[config.mk]
export PLATFORM = sky130hd
export DESIGN_NAME = mul_div_unit
export DESIGN_NICKNAME = d
export VERILOG_FILES = /design/src/rtl/mul_div_unit.sv
export SDC_FILE = /design/constraint.sdc
export NUM_CORES = 1
export LEC_CHECK = 0
export CAP_MARGIN = 20
export CORE_ASPECT_RATIO = 0.9
export CORE_UTILIZATION = 51
export DETAILED_ROUTE_END_ITERATION = 10
export PLACE_DENSITY_LB_ADDON = 0.1
export SYNTH_ARGS = -nofsm -noshare
export SYNTH_HDL_FRONTEND = slang
export SYNTH_SLANG_ARGS = --single-unit
[constraint.sdc]
create_clock -name clk_i -period 5.9 [get_ports clk_i]
set_input_delay 0.59 -clock clk_i [delete_from_list [all_inputs] [get_ports clk_i]]
set_output_delay 0.59 -clock clk_i [all_outputs]
set_load 0.02 [all_outputs]
[src/rtl/mul_div_unit.sv]
// Iterative 32-bit multiply/divide unit writing HI/LO (shift-add multiply, restoring divide).
// Latency: done pulses WIDTH+2 edges after the accept edge (1 setup + WIDTH iterations + 1 sign fix).
// Backpressure: start is only sampled while busy_o=0; requests while busy are dropped.
//
// Ports:
//   clk_i, rst_ni        clock, asynchronous active-low reset
//   start_i, op_i        request and opcode (00 MULTU, 01 MULT, 10 DIVU, 11 DIV)
//   a_i, b_i             operands, captured on the accept edge
//   busy_o, done_o       in-flight flag, one-cycle completion pulse
//   div_by_zero_o        set with done_o when a divide had a zero divisor
//   hi_o, lo_o           product halves / remainder and quotient
module mul_div_unit #(
    parameter int WIDTH = 32
) (
    input  logic             clk_i,
    input  logic             rst_ni,
    input  logic             start_i,
    input  logic [1:0]       op_i,
    input  logic [WIDTH-1:0] a_i,
    input  logic [WIDTH-1:0] b_i,
    output logic             busy_o,
    output logic             done_o,
    output logic             div_by_zero_o,
    output logic [WIDTH-1:0] hi_o,
    output logic [WIDTH-1:0] lo_o
);

    localparam int CW = (WIDTH > 1) ? $clog2(WIDTH) : 1;

    typedef enum logic [1:0] {
        S_IDLE = 2'd0,
        S_CALC = 2'd1,
        S_FIN  = 2'd2
    } state_e;

    state_e                 state_q, state_d;
    logic [CW-1:0]          count_q, count_d;
    logic                   setup_q, setup_d;
    logic [1:0]             op_q, op_d;
    logic [WIDTH-1:0]       a_q, a_d;
    logic [WIDTH-1:0]       b_q, b_d;
    logic [WIDTH-1:0]       opnd_q, opnd_d;
    logic [2*WIDTH-1:0]     acc_q, acc_d;
    logic [WIDTH-1:0]       hi_q, hi_d;
    logic [WIDTH-1:0]       lo_q, lo_d;
    logic                   done_q, done_d;
    logic                   dbz_q, dbz_d;

    // ------------------------------------------------------------------
    // Operand conditioning and sign bookkeeping
    // ------------------------------------------------------------------
    logic                   is_div;
    logic                   neg_a;
    logic                   neg_b;
    logic [WIDTH-1:0]       mag_a;
    logic [WIDTH-1:0]       mag_b;
    logic                   b_zero;

    assign is_div = op_q[1];
    assign neg_a  = op_q[0] & a_q[WIDTH-1];
    assign neg_b  = op_q[0] & b_q[WIDTH-1];
    // Most-negative stays most-negative under negation, which reads
    // correctly as the unsigned magnitude 2^(WIDTH-1).
    assign mag_a  = neg_a ? -a_q : a_q;
    assign mag_b  = neg_b ? -b_q : b_q;
    assign b_zero = (b_q == '0);

    // ------------------------------------------------------------------
    // One multiply step: acc = {partial_hi, remaining multiplier bits}.
    // Add the multiplicand to the upper half when the multiplier LSB is set,
    // then shift the whole {carry, acc} right by one.
    // ------------------------------------------------------------------
    logic [WIDTH:0]         mul_sum;
    logic [2*WIDTH-1:0]     mul_next;

    assign mul_sum  = {1'b0, acc_q[2*WIDTH-1:WIDTH]}
                    + (acc_q[0] ? {1'b0, opnd_q} : {(WIDTH+1){1'b0}});
    assign mul_next = {mul_sum, acc_q[WIDTH-1:1]};

    // ------------------------------------------------------------------
    // One restoring-divide step: acc = {remainder, dividend/quotient}.
    // Shift the next dividend bit into the remainder, subtract when it fits,
    // and shift the quotient bit into the low end.
    // ------------------------------------------------------------------
    logic [WIDTH:0]         div_shift;
    logic                   div_ge;
    logic [WIDTH-1:0]       div_diff;
    logic [2*WIDTH-1:0]     div_next;

    assign div_shift = {acc_q[2*WIDTH-1:WIDTH], acc_q[WIDTH-1]};
    assign div_ge    = (div_shift >= {1'b0, opnd_q});
    // Only used when div_ge, where the true difference fits in WIDTH bits.
    assign div_diff  = div_shift[WIDTH-1:0] - opnd_q;
    assign div_next  = {(div_ge ? div_diff : div_shift[WIDTH-1:0]),
                        acc_q[WIDTH-2:0], div_ge};

    // ------------------------------------------------------------------
    // Sign fix-up applied when leaving FIN
    // ------------------------------------------------------------------
    logic [2*WIDTH-1:0]     prod_fix;
    logic [WIDTH-1:0]       quo_fix;
    logic [WIDTH-1:0]       rem_fix;

    assign prod_fix = (neg_a ^ neg_b) ? -acc_q : acc_q;
    assign quo_fix  = (neg_a ^ neg_b) ? -acc_q[WIDTH-1:0] : acc_q[WIDTH-1:0];
    // Remainder follows the dividend's sign (truncating division).
    assign rem_fix  = neg_a ? -acc_q[2*WIDTH-1:WIDTH] : acc_q[2*WIDTH-1:WIDTH];

    // ------------------------------------------------------------------
    // Next-state and datapath control
    // ------------------------------------------------------------------
    always_comb begin
        state_d = state_q;
        count_d = count_q;
        setup_d = setup_q;
        op_d    = op_q;
        a_d     = a_q;
        b_d     = b_q;
        opnd_d  = opnd_q;
        acc_d   = acc_q;
        hi_d    = hi_q;
        lo_d    = lo_q;
        done_d  = 1'b0;
        dbz_d   = dbz_q;

        unique case (state_q)
            S_IDLE: begin
                if (start_i) begin
                    state_d = S_CALC;
                    count_d = '0;
                    setup_d = 1'b1;
                    op_d    = op_i;
                    a_d     = a_i;
                    b_d     = b_i;
                end
            end

            S_CALC: begin
                if (setup_q) begin
                    // Magnitudes are formed here rather than on the accept
                    // edge to keep the negation off the operand input path.
                    // Both ops start from acc = {0, |a|}, opnd = |b|.
                    setup_d = 1'b0;
                    acc_d   = {{WIDTH{1'b0}}, mag_a};
                    opnd_d  = mag_b;
                end else begin
                    acc_d   = is_div ? div_next : mul_next;
                    count_d = count_q + CW'(1);
                    if (count_q == CW'(WIDTH-1)) begin
                        state_d = S_FIN;
                    end
                end
            end

            S_FIN: begin
                state_d = S_IDLE;
                done_d  = 1'b1;
                if (!is_div) begin
                    hi_d  = prod_fix[2*WIDTH-1:WIDTH];
                    lo_d  = prod_fix[WIDTH-1:0];
                    dbz_d = 1'b0;
                end else if (b_zero) begin
                    hi_d  = a_q;
                    lo_d  = '1;
                    dbz_d = 1'b1;
                end else begin
                    hi_d  = rem_fix;
                    lo_d  = quo_fix;
                    dbz_d = 1'b0;
                end
            end

            default: begin
                state_d = S_IDLE;
            end
        endcase
    end

    // ------------------------------------------------------------------
    // State registers
    // ------------------------------------------------------------------
    always_ff @(posedge clk_i or negedge rst_ni) begin
        if (!rst_ni) begin
            state_q <= S_IDLE;
            count_q <= '0;
            setup_q <= 1'b0;
            op_q    <= '0;
            a_q     <= '0;
            b_q     <= '0;
            opnd_q  <= '0;
            acc_q   <= '0;
            hi_q    <= '0;
            lo_q    <= '0;
            done_q  <= 1'b0;
            dbz_q   <= 1'b0;
        end else begin
            state_q <= state_d;
            count_q <= count_d;
            setup_q <= setup_d;
            op_q    <= op_d;
            a_q     <= a_d;
            b_q     <= b_d;
            opnd_q  <= opnd_d;
            acc_q   <= acc_d;
            hi_q    <= hi_d;
            lo_q    <= lo_d;
            done_q  <= done_d;
            dbz_q   <= dbz_d;
        end
    end

    assign busy_o        = (state_q != S_IDLE);
    assign done_o        = done_q;
    assign div_by_zero_o = dbz_q;
    assign hi_o          = hi_q;
    assign lo_o          = lo_q;

endmodule

==> results of run 1 <==
cells in the final DEF (no fill, tap or decap), types with 31 or more instances in the layout:
| master | instances |
|---|---|
| mux2_2 | 60 |
| nor2_1 | 210 |
| ha_1 | 70 |
| nor3_1 | 31 |
| a21o_1 | 44 |
| o21ai_0 | 149 |
| dfrtp_1 | 234 |
| xnor2_1 | 110 |
| xor2_1 | 93 |
| o21ai_1 | 55 |
| a21oi_1 | 174 |
| a31oi_1 | 51 |
| inv_1 | 68 |
| clkdlybuf4s50_1 | 134 |
| mux2i_1 | 49 |
| nand3_1 | 31 |
| nand2_1 | 222 |
logic make-up (layout without fill, tap and decap cells):
kind of cell | count (synthesis) | after routing | share of synthesized area [%]
buffers and inverters | 215 | 278 | 4.73
multiplexers | 109 | 109 | 6.70
adder cells (fa/ha/maj) | 72 | 72 | 5.26
AND/OR/NAND/NOR | 635 | 635 | 17.5
XOR/XNOR | 203 | 203 | 10.2
flip-flops | 236 | 236 | 33.9
other | 0 | 1 | 0
AO/OA/AOI/OAI | 619 | 619 | 21.7
critical path: cells and delay by family (launching register included):
kind	cells	cell delay, ns
adder cells (fa/ha/maj)	1	0.37
flip-flops	1	0.55
AO/OA/AOI/OAI	7	2.39
AND/OR/NAND/NOR	2	0.86
synthesized netlist by cell type, types with 17 or more instances:
cell        n
a31oi_1    52
xor2_1     93
a21oi_1   174
nor2_1    212
nand2b_1   17
nor3_1     31
nor4_1     20
xnor2_1   110
nand3_1    31
clkbuf_1  123
inv_1      68
o21ai_1    55
ha_1       70
o31ai_1    22
a21o_1     44
mux2_2     60
a22oi_1    18
mux2i_1    49
nand2_1   223
dfrtp_1   236
o21ai_0   149
area by class of cell:
cell class                      instances  area [um^2]
Tap cell                              455          569
Clock inverter                         18          189
Multi-Input combinational cell       1638        10700
Sequential cell                       236         5910
Fill cell                            3105        13400
Antenna cell                            1         2.50
Timing Repair Buffer                  157         1570
Clock buffer                           32          694
Inverter                               71          267
registers in the layout, indices dropped and copies added, names as in the netlist:
| register | count |
|---|---|
| acc_q | 64 |
| a_q | 32 |
| b_q | 32 |
| hi_o | 32 |
| lo_o | 32 |
| opnd_q | 32 |
| count_q | 5 |
| op_q | 2 |
| state_q | 2 |
| div_by_zero_o | 1 |
| done_o | 1 |
| setup_q | 1 |
routing by layer:
metal	share of wire (%)	vias up
met5	0	-
met4	2.8	0
met3	9.0	83
met2	40	622
met1	48	7658
li1	-	7501
how the worst max path moves through the flow:
stage / endpoint / start / slack, ns
floorplan: acc_q[58] / acc_q[0] / 2.83
global placement: acc_q[58] / acc_q[34] / 1.84
detailed placement: acc_q[58] / acc_q[34] / 1.70
CTS: acc_q[58] / acc_q[34] / 1.66
global route: acc_q[58] / acc_q[34] / 1.36
finish: acc_q[58] / acc_q[34] / 1.61
report_power, final:
group | internal [W] | leakage, nW | switching, W
logic | 0.00330 | 5.19 | 0.00480
registers | 0.00225 | 3.03 | 0.00121
clock network | 0.000979 | 0.434 | 0.000723
total | 0.00653 | 8.65 | 0.00673
per-stage QoR:
step	std cells	cell area (um^2)	power, W
after floorplan	2089	17400	0.00893
after CTS	2605	19900	0.0131
final	2608	19900	0.0133
after global placement	2554	19000	0.0113
after detailed placement	2555	19000	0.0113
after global routing	2607	19900	0.0142
==> flow_summary.ini, run 1 <==
[status]
outcome = completed

[yosys]
ys_types = 77
synth_area_leader_cell = dfrtp_1
synth_top_area_share_pct = 33.9
synth_sequential_area_ratio_pct = 33.9
ys_async_sr_fraction_pct = 100
ys_warn_count = 0
synth_nets = 2230
postSynthAreaPerCell_um2 = 8.33
synth_edf_count = 0
syn_area_um2 = 17400
ys.flop_type = dfrtp_1
synth_cells = 2089
synth_area_leaders = dfrtp_1 (34%), xnor2_1 (5.5%), ha_1 (5.0%)
synth-seq-cells = 236

[worst_setup_path]
worstPathCellList = ha_1, a21o_1, a21oi_1, a2111oi_1, o41ai_2, nor2_1, o21ai_1, and2_1, o21ai_0, a221o_1
rrSetupSlack_ns = 1.61
crit_fanout = 14
cpPeakStageDelay_ns = 0.71
required_ns = 6.34
cp.arrival_ns = 4.74
path_class = flop to flop
worstSetupEndpointType = flop
worstRegToRegCells = 10
slowest_stage = o21ai_1
start_kind = flop
rr_startpoint = acc_q[34]
rr_endpoint = acc_q[58]

[layout]
fin_nets = 2272
area_growth_syn_to_layout_pct = 14.3
drive_above_1_share_pct = 8.32
post-route-util_pct = 59.8

[clock_tree]
ctsResizeCount = 0
clkTransAtPathRegs_ns = 0.07
clockRootBuffer = clkbuf_16
tritoncts = built
cts_hold_buf = 0
post_cts_buffers = 0
cts_sinks = 236
cts_made_buffers = 27
h-tree-depth = 1
clockBufferDepth = 3
worstSkewPairLatency_ns = 0.56

[global_routing]
grt_use_met2_pct = 46.5
grt-ovfl-total = 0
grt_most_used_layer = met1
grt_max_degree = 128
antenna_found_initial = 0
grt_pass1_wl_um = 89000
grtUsageTotal_pct = 33.0
met3_usage_pct = 6.76
grt.met1_usage_pct = 50.5
first_global_vias = 15300

[sta]
max_freq_mhz = 233
period_share_pct = 72.8
worst_pin_slew_ns = 1.10
setup_viol = 0
hold_viol_final = 0
fin_crit_ns = 4.29
skew_ns = 0.0112
finalSetupTns_ns = 0
fin_ws_ns = 1.61
slew_headroom_pct = 26.8
rsz0062_at_grt = false
whs_ns = 0.0424
slew_violations = 0

[detailed_routing]
route.detailed.drc = 0
avgViaCountPerCell = 6.08
final_antenna_net_count = 0
drtIter0Drc = 1567
dr.pass1.iters = 8
vias = 15900
routed_wl_um = 56600
wire_per_inst_um = 21.7

[die]
rows = 63
die_y_um = 177
io_pins = 136
die_w_um = 197
core_area_um2 = 33300
initial_core_util_pct = 52.3
die-area_um2 = 34900

[place]
gp_congestion = 0.961
hpwl_um = 42000
pre_cts_ws_ns = 1.70
io_buffer_count = 135

[power_and_ir_drop]
peakVddDrop_uv = 322
power.density_nw_per_um2 = 666
p_leak_nw = 8.65

[run]
cap_violations = 0

[hold_path]
hp-class = input pin to asynchronous set/reset pin
(Power assumes the default switching activity.)
==> run 2: changes to the inputs <==
==> constraint.sdc (replaced) <==
create_clock -name clk_i -period 4.1 [get_ports clk_i]
set_input_delay 0.41 -clock clk_i [delete_from_list [all_inputs] [get_ports clk_i]]
set_output_delay 0.41 -clock clk_i [all_outputs]
set_load 0.02 [all_outputs]
==> flow_summary.ini, run 2 (same netlist as run 1, synthesis figures left out) <==
[worst_setup_path]
rr_startpoint = acc_q[0]
crit_path_frequent_cell = o311a_1
crit_start = acc_q[0]
worstSetupEndpointType = flop
slowest_stage = dfrtp_1
cpPeakStageDelay_ns = 0.44
start_kind = flop
cp.arrival_ns = 4.05
path_class = flop to flop
worstPathCellList = inv_1, buf_12, nor2_1, ha_1, o211ai_1, o21ai_1, o311a_1, nor3_1, o311a_1, o31ai_1, xor2_1, a22oi_1, nand3_1
crit_fanout = 15
required_ns = 4.53

[global_routing]
grt_max_degree = 114
antenna_found_initial = 1
grt_pass1_wl_um = 90300
grtUsageTotal_pct = 33.7
grt-ovfl-total = 0
first_global_vias = 15300

[die]
die_y_um = 177
die-area_um2 = 34900
core_area_um2 = 33300
rows = 63
initial_core_util_pct = 52.3
die_w_um = 197
io_pins = 136

[sta]
slew_violations = 0
hold_viol_final = 21
period_share_pct = 88.5
whs_ns = -0.0517
finalSetupTns_ns = 0
slew_headroom_pct = 29.4
worst_pin_slew_ns = 1.06
fin_crit_ns = 3.63
skew_ns = 0.0195
setup_viol = 0
max_freq_mhz = 276
rsz0062_at_grt = false

[clock_tree]
tritoncts = built
ctsResizeCount = 0
clockBufferDepth = 3
worstSkewPairLatency_ns = 0.56
h-tree-depth = 1
cts_hold_buf = 0
post_cts_buffers = 0
cts_sinks = 236
clockRootBuffer = clkbuf_16
clkTransAtPathRegs_ns = 0.07
cts_made_buffers = 27

[power_and_ir_drop]
power.density_nw_per_um2 = 971
p_int_w = 0.00967
p_leak_nw = 8.80
p_sw_share_pct = 50.7
p_comb_share_pct = 62.0
seqPwrFrac_pct = 24.6
peakVddDrop_uv = 377
clockPowerShare_pct = 13.4
power_switching_w = 0.00993

[layout]
post-route-util_pct = 60.6
area_growth_syn_to_layout_pct = 15.9
largest_register_ff_count = 64
drive_above_1_share_pct = 9.55
fillerInstances = 2977
regMostFlops = acc_q
final_common_cell = dfrtp_1
mostFrequentLayoutCells = dfrtp_1 (234), nand2_1 (222), nor2_1 (210)
fin_nets = 2297

[place]
io_buffer_count = 135
hpwl_um = 43300
gp_congestion = 1.01

[detailed_routing]
avgViaCountPerCell = 6.13
routed_wl_um = 58400
drtIter0Drc = 1704
vias = 16200
wire_per_inst_um = 22.2
dr.pass1.iters = 6
final_antenna_net_count = 0
route.detailed.drc = 0

[hold_path]
hp-class = input pin to asynchronous set/reset pin

[run]
cap_violations = 0

[status]
violations = hold timing
outcome = finished, violations left
==> run 2: worst max-delay path, delay by kind of cell (launching register included) <==
| kind | cells | cell delay (ns) |
|---|---|---|
| and+or+nand+nor | 3 | 0.32 |
| adders and majority gates | 1 | 0.35 |
| buffers and inverters | 2 | 0.40 |
| DFF | 1 | 0.44 |
| AOI/OAI and AO/OA | 6 | 1.85 |
| xor gates and xnor gates | 1 | 0.14 |
==> run 2: worst paths after layout <==
kind	endpoint	slack (ns)	cells past startpoint
worst min register to register	hi_o[10]	0.46	2
worst max register to register	acc_q[56]	0.47	13
worst max-delay path	acc_q[56]	0.47	13
worst min-delay path	acc_q[57]	-0.05	1
min in group clk_i	b_q[17]	0.42	3
max in group asynchronous	b_q[1]	3.06	2
==> run 2: layout make-up <==
cell class	instances	area (um^2)	share of cell area, %
multi-input cells	1638	10700	53.0
inverters	71	267	1.32
flip-flops and latches	236	5910	29.3
clock inverters	17	214	1.06
well taps	455	569	2.82
repair buffers	182	1760	8.72
clock buffers	33	748	3.71
diodes	1	2.50	0.0124
==> run 2: metrics by stage <==
stage               area, um^2  total power (W)  std cells  worst slack, ns
floorplan                17400           0.0129       2089             1.03
global placement         19200           0.0165       2581            0.646
detailed placement       19200           0.0166       2581            0.559
CTS                      20100           0.0193       2631            0.548
global route             20200           0.0208       2632            0.213
finish                   20200           0.0196       2633            0.473
==> run 2: power groups by stage <==
stage               registers, W  clock network [W]  logic (W)
detailed placement       0.00479                  0     0.0118
finish                   0.00482            0.00262     0.0122
CTS                      0.00476            0.00266     0.0119
global placement         0.00475                  0     0.0118
global route             0.00493            0.00274     0.0132
floorplan                0.00413                  0    0.00872
==> run 2: layer usage <==
metal,wire length [um],global-route usage (%),share of wire (%)
met4,1720,9.33,3.0
met2,23500,47.4,40
met3,5320,7.51,9.1
met1,27900,51.2,48
met5,0,0,0
==> run 3: changes to the inputs <==
--- a/config.mk
+++ b/config.mk
@@ -10,6 +10,7 @@
 export CORE_UTILIZATION = 51
 export DETAILED_ROUTE_END_ITERATION = 10
 export PLACE_DENSITY_LB_ADDON = 0.1
+export SKIP_CTS_REPAIR_TIMING = 1
 export SYNTH_ARGS = -nofsm -noshare
 export SYNTH_HDL_FRONTEND = slang
 export SYNTH_SLANG_ARGS = --single-unit
==> results of run 3 <==
Final layout, timing and power as in run 2 (identical DEF).
